**src/rtl/mult_product_accumulator.sv**
```systemverilog
// Sums a batch of BATCH 4-bit multiplier products into an ACC_WIDTH-bit total.
// The total and a sticky overflow flag are handed downstream via valid/ready.
module mult_product_accumulator #(
  parameter int ACC_WIDTH = 8,
  parameter int BATCH     = 4,
  localparam int CNT_WIDTH = $clog2(BATCH + 1)
) (
  input  logic                 clk,
  input  logic                 rst,
  input  logic                 prod_valid,
  input  logic [3:0]           prod,
  output logic                 prod_ready,
  output logic                 acc_valid,
  input  logic                 acc_ready,
  output logic [ACC_WIDTH-1:0] acc_out,
  output logic                 overflow,
  output logic [CNT_WIDTH-1:0] count,
  output logic                 busy
);

  typedef enum logic [1:0] {
    IDLE  = 2'd0,
    ACCUM = 2'd1,
    DONE  = 2'd2
  } state_t;

  state_t               state_q, state_d;
  logic [ACC_WIDTH-1:0] acc_q, acc_d;
  logic                 overflow_q, overflow_d;
  logic [CNT_WIDTH-1:0] count_q, count_d;
  logic                 accept;
  logic [ACC_WIDTH:0]   sum;
  logic                 last_prod;

  assign accept    = prod_valid && prod_ready;
  assign last_prod = (count_q == CNT_WIDTH'(BATCH - 1));

  always_ff @(posedge clk) begin
    if (rst) begin
      state_q    <= IDLE;
      acc_q      <= '0;
      overflow_q <= 1'b0;
      count_q    <= '0;
    end else begin
      state_q    <= state_d;
      acc_q      <= acc_d;
      overflow_q <= overflow_d;
      count_q    <= count_d;
    end
  end

  always_comb begin
    state_d = state_q;
    case (state_q)
      IDLE:    if (accept) state_d = (BATCH == 1) ? DONE : ACCUM;
      ACCUM:   if (accept && last_prod) state_d = DONE;
      DONE:    if (acc_ready) state_d = IDLE;
      default: state_d = IDLE;
    endcase
  end

  always_comb begin
    prod_ready = 1'b0;
    acc_valid  = 1'b0;
    busy       = 1'b0;
    case (state_q)
      IDLE:    prod_ready = 1'b1;
      ACCUM: begin
        prod_ready = 1'b1;
        busy       = 1'b1;
      end
      DONE: begin
        acc_valid = 1'b1;
        busy      = 1'b1;
      end
      default: prod_ready = 1'b0;
    endcase
  end

  // prod only enters the sum under accept, so X on an idle bus never reaches state.
  always_comb begin
    sum        = {1'b0, acc_q} + (ACC_WIDTH + 1)'(prod);
    acc_d      = acc_q;
    overflow_d = overflow_q;
    count_d    = count_q;
    if (state_q == DONE) begin
      if (acc_ready) begin
        acc_d      = '0;
        overflow_d = 1'b0;
        count_d    = '0;
      end
    end else if (accept) begin
      acc_d      = sum[ACC_WIDTH-1:0];
      overflow_d = overflow_q | sum[ACC_WIDTH];
      count_d    = count_q + CNT_WIDTH'(1);
    end
  end

  assign acc_out  = acc_q;
  assign overflow = overflow_q;
  assign count    = count_q;

endmodule

```
**config.mk**
```make
export PLATFORM = sky130hd
export DESIGN_NAME = mult_product_accumulator
export DESIGN_NICKNAME = d
export VERILOG_FILES = /design/src/rtl/mult_product_accumulator.sv
export SDC_FILE = /design/constraint.sdc
export NUM_CORES = 1
export LEC_CHECK = 0
export ABC_AREA = 1
export ABC_CLOCK_PERIOD_IN_PS = 1550
export CORE_MARGIN = 2
export CORE_UTILIZATION = 40
export DETAILED_ROUTE_END_ITERATION = 6
export DONT_BUFFER_PORTS = 1
export PLACE_DENSITY = 0.53
export SLEW_MARGIN = 5
export SYNTH_ARGS = -nofsm -noshare
export SYNTH_HDL_FRONTEND = slang
export SYNTH_SLANG_ARGS = --single-unit
```
**constraint.sdc**
```tcl
create_clock -name clk -period 1.55 [get_ports clk]
set_clock_uncertainty 0.05 [all_clocks]
set_input_delay 0.155 -clock clk [delete_from_list [all_inputs] [get_ports clk]]
set_output_delay 0.155 -clock clk [all_outputs]
set_load 0.02 [all_outputs]
```
======== Word level (Yosys, flattened, before mapping) ========
Index checks and enable logic that the tools add are counted.
word-level totals
  register bits after elaboration ......... 14
  RAM bits ................................ 0
  bits of input ports ..................... 8
  latch bits .............................. 0
  ROM bits ................................ 0
  logic and storage cells ................. 37
  memories kept ........................... 0
cells by class
  multipliers ............................. 0
  reductions and logical operators ........ 8
  divide/modulo/power cells ............... 0
  order comparisons ....................... 0
  bitwise logic cells ..................... 1
  add/sub/neg operators ................... 2
  eq/ne operators ......................... 6
  shift-type cells ........................ 0
  muxes and demuxes ....................... 16
operators by type and width
  cell                 count
  $mux 8               3
  $add 8x4->9          1
  $mux 3               3
  $mux 1               6
  $mux 2               3
  $ne 2x2->1 const B   3
  $pmux 2 s3           1
  $reduce_or 2->1      2
  $add 3x1->3 const B  1
  $eq 3x2->1 const B   1
  $reduce_and 3->1     1
  $eq 2x1->1 const B   1
  $eq 2x2->1 const B   1
  $logic_and 1x1->1    2
  $logic_not 2->1      1
  $reduce_and 2->1     1
  $reduce_bool 2->1    1
  $or 1x1->1           1

======== Depth between registers and ports, before layout ========
  word-level depth ........................ 7
  mapped depth ............................ 11
  mapped depth without buffers ............ 11

======== Worst setup path before layout ========
Ideal clock, no wire load.
  path type ............................... register -> register
  start ................................... reg acc_q[0], in the netlist acc_out[0]
  end ..................................... reg acc_q[6], in the netlist acc_out[6]
  buffers on the path ..................... 0
  data arrival time ....................... 1425 ps
  cell stages (with the launch flop) ...... 10
  setup time .............................. 64 ps
  path slack .............................. 11 ps
  path through ............................ dfxtp_1 > ha_1 > fa_1 > nand3_1 > nand2_1 > nand2_4 > nor2_2 > nand2_1 > nand2_1 > nor2_1
on the way
  cells in the longest elaborated chain, start to end .. 3
RTL lines
  element                 RTL line  source
  from (decl)             28        logic [ACC_WIDTH-1:0] acc_q, acc_d;
  from (signal assigned)  41        acc_q <= '0;
  from (signal assigned)  46        acc_q <= acc_d;
  $add 8x4->9             82        sum = {1'b0, acc_q} + (ACC_WIDTH + 1)'(prod);
  $mux 8                  92        end else if (accept) begin
  $mux 8                  86        if (state_q == DONE) begin
No other way between the ends. The select of a mux whose other input is x is not followed.
A chain may end at the register's enable or synchronous reset.

======== Worst setup path in the final report ========
Same ends and word-level chain as after synthesis.

==> results by group <==
Placed design
  • Weighted congestion reported at the end of routability-driven placement: 0.7473
  • Setup Slack @ Placement: about 0.033 ns
  • Inst Count DP: between 150 and 200
  • Instance area after placement: 980.9 sq um
  • Placed wire-length estimate after detailed placement: 1314 um
  • Total of buffers placed on input and output ports: 0

Yosys
  • Largest family of logic cells by synthesized area: simple AND/OR/NAND/NOR gates
  • Share of synthesized cell area in and, or, nand and nor gates: 0.2851
  • Multiplexer fraction of the synthesized cell area: 0
  • Warnings, synthesis: 0
  • Synthesized area divided by synthesized cell count: 7.230 sq um
  • Share of synthesized cell area in full adder, half adder and majority cells: 0.1645
  • Area fraction in compound gates after synthesis: 0.1163
  • Count of unique library cells instantiated by Yosys: 21
  • Synthesized flop and latch total: 14
  • Sequential element share of the synthesized area: 0.3177
  • Xor-xnor portion of the synthesized cell area: 0.009929
  • Synthesized netlist cell count: 122
  • Mapped Nets: 141
  • Mapped Area: between 800 and 900 sq um

Floorplan
  • Area of the placeable core: 2148 sq um
  • Height of the chip: 50.96 um
  • Die area: between 2000 and 3000 sq um
  • Starting density of the core: 0.4106
  • Top Ports: 23
  • Die outline width: 50.96 um
  • Std cell rows: 17

STA
  • Final-report hold violation count: 0
  • Final setup violating endpoints: 0
  • Number of pins with negative max-slew slack in the final report: 0
  • Final Worst Setup Slack: 0.1083 ns
  • Unrepaired setup endpoints after global routing: no
  • Final worst path period share: 0.9301
  • Time the worst path needs with I/O delays and setup: 1.442 ns
  • Transition time of the tightest slew-check pin: around 0.34 ns
  • FMAX: 693.6 MHz
  • Final total negative setup slack: 0 ns
  • Relative slew slack: 0.7725

Final layout
  • Most frequent cells in the layout: nand2_1 (33), inv_1 (16), dfxtp_1 (14)
  • Nets@finish: 156
  • Fraction of layout instances using a drive strength above 1: 0.2426
  • Count of non-filler cells in the finished layout: 164
  • Number of antenna diodes: 0
  • Most common library cell in the layout ignoring fill and taps: nand2_1
  • Post-route core utilization: 0.4857
  • Synthesis-to-layout area growth: 18.30%
  • Fin area: 1044 sq um

Drt
  • Drt pass-1 iters: 4
  • Wire length after detailed routing: 1666 um
  • DR vias: 750
  • Antenna viol nets, final: 0
  • Number of remaining DRC errors: 0
  • Starting DRC count in detailed routing: 7
  • Average routed wire per standard cell: 10.16 um
  • Average vias per placed instance: 4.573

Critical path
  • Number of cells on the worst reg-to-reg path: 9
  • Category of the critical setup timing path: reg2reg
  • Critical-path maximum fanout: 4
  • Crit path capture type: register
  • Critical Path AT: roughly 1.6 ns
  • Crit path required time: 1.72 ns
  • Worst Setup Start Kind: register

Worst hold path
  • Class of the tightest hold or removal check: in2reg
  • Number of stages on the worst hold path: 3

Clocking
  • # clock sinks: 14
  • Htree depth: 1
  • Cell chosen for the clock root: clkbuf_4
  • Maximum clock insertion buffer count: 2
  • Clock-pin slew of the registers on the worst-case setup and hold paths: about 0.10 ns
  • TritonCTS clock tree: built
  • Number of buffers created by CTS: 3
  • Clock network latency to the later pin of the worst-skew pair: between 0.2 and 0.3 ns

Run status
  • Status: finished clean

GRT
  • GRT Overall Usage: 0.1482
  • Wire length of the first global-routing pass: 2904 um
  • Via count of the first global-routing pass: 702
  • Maximum number of pins on one net before global-route repair: 9
  • Gr ovfl total: 0
  • Antenna violations before repair: 0

Pwr
  • Static leakage: 0.5129 nW
  • Highest ir drop seen on vdd: between 0.0008 and 0.0009 V
  • Cell area power density: 1609 nW/um^2

Run
  • Count of maximum capacitance violations: 0
==> flip-flops by register name, summed over array words and instances, names as in the netlist <==
register	cells
state_q	2
acc_out	8
overflow	1
count	3
==> path summary, 6_finish.rpt <==
check / end / slack (ns) / from
setup / recovery: acc_out[6]$_SDFFE_PP0P_ / 0.11 / acc_out[0]$_SDFFE_PP0P_
hold / removal: acc_out[0]$_SDFFE_PP0P_ / 0.15 / prod[0]
setup reg to reg: acc_out[6]$_SDFFE_PP0P_ / 0.11 / acc_out[0]$_SDFFE_PP0P_
hold reg to reg: state_q[1]$_SDFFE_PP0P_ / 0.46 / state_q[1]$_SDFFE_PP0P_
==> cells in the mapped netlist <==
cell	n	area share
a21oi_1	12	0.068
a21oi_2	1	0.0099
buf_6	1	0.013
dfxtp_1	14	0.32
fa_1	1	0.023
ha_1	10	0.14
inv_1	18	0.077
inv_2	4	0.017
nand2_1	33	0.14
nand2_2	1	0.0071
nand2_4	3	0.038
nand3_1	5	0.028
nand3_2	1	0.011
nand3b_1	1	0.0085
nor2_1	7	0.030
nor2_2	3	0.021
o21ai_0	2	0.011
o21ai_1	2	0.011
o21bai_1	1	0.0085
o22ai_1	1	0.0071
xor2_1	1	0.0099
==> kinds of logic (layout without fill, tap and decap cells) <==
group,after synthesis,after routing
buffers and inverters,23,37
adder cells (fa/ha/maj),11,11
AO/OA/AOI/OAI,19,19
AND/OR/NAND/NOR,54,54
XOR/XNOR,1,1
flip-flops,14,14
==> power breakdown <==
group | total (W) | switching [W] | leakage (nW) | internal, W
clock network | 0.000268 | 0.000126 | 0.0210 | 0.000143
registers | 0.000493 | 0.0000537 | 0.114 | 0.000440
logic | 0.000918 | 0.000592 | 0.378 | 0.000326
total | 0.00168 | 0.000771 | 0.513 | 0.000908
==> stage by stage <==
stage	power [W]	hold slack (ns)
after floorplan	0.001185	0.2879
after global placement	0.001383	0.1757
after detailed placement	0.001390	0.1776
after CTS	0.001674	0.1152
after global routing	0.001827	0.1558
final	0.001679	0.1488
==> metal layers <==
layer,track usage,vias to the layer above,share of wire
met5,0,-,0
met4,0.09459,0,0.010
met3,0.04094,2,0.066
met2,0.2381,14,0.45
met1,0.1724,326,0.47
li1,-,408,-
==> final cells by class <==
class                           count  area, sq um
Tap cell                           28        35.03
Timing Repair Buffer               11        85.08
Fill cell                         230         1105
Inverter                           22        82.58
Sequential cell                    14        280.3
Clock buffer                        4        36.28
Multi-Input combinational cell     85        524.3
==> worst max-delay path, stage by stage, from the launching register on <==
cell,delay [ns]
dfxtp_1,0.33
ha_2,0.19
fa_2,0.35
nand3_1,0.08
nand2_1,0.09
nand2_4,0.09
nor2_2,0.04
nand2_1,0.05
nand2_1,0.04
nor2_1,0.07
==> what timing repair did <==
action / in CTS / in global routing
setup endpoints to repair: 2 / 7
buffers inserted: 0 / 0
hold endpoints to repair: 10 / 0
resized for setup: 1 / 6
hold buffers: 1 / 0
No activity file was read; power rests on OpenSTA's default activity.
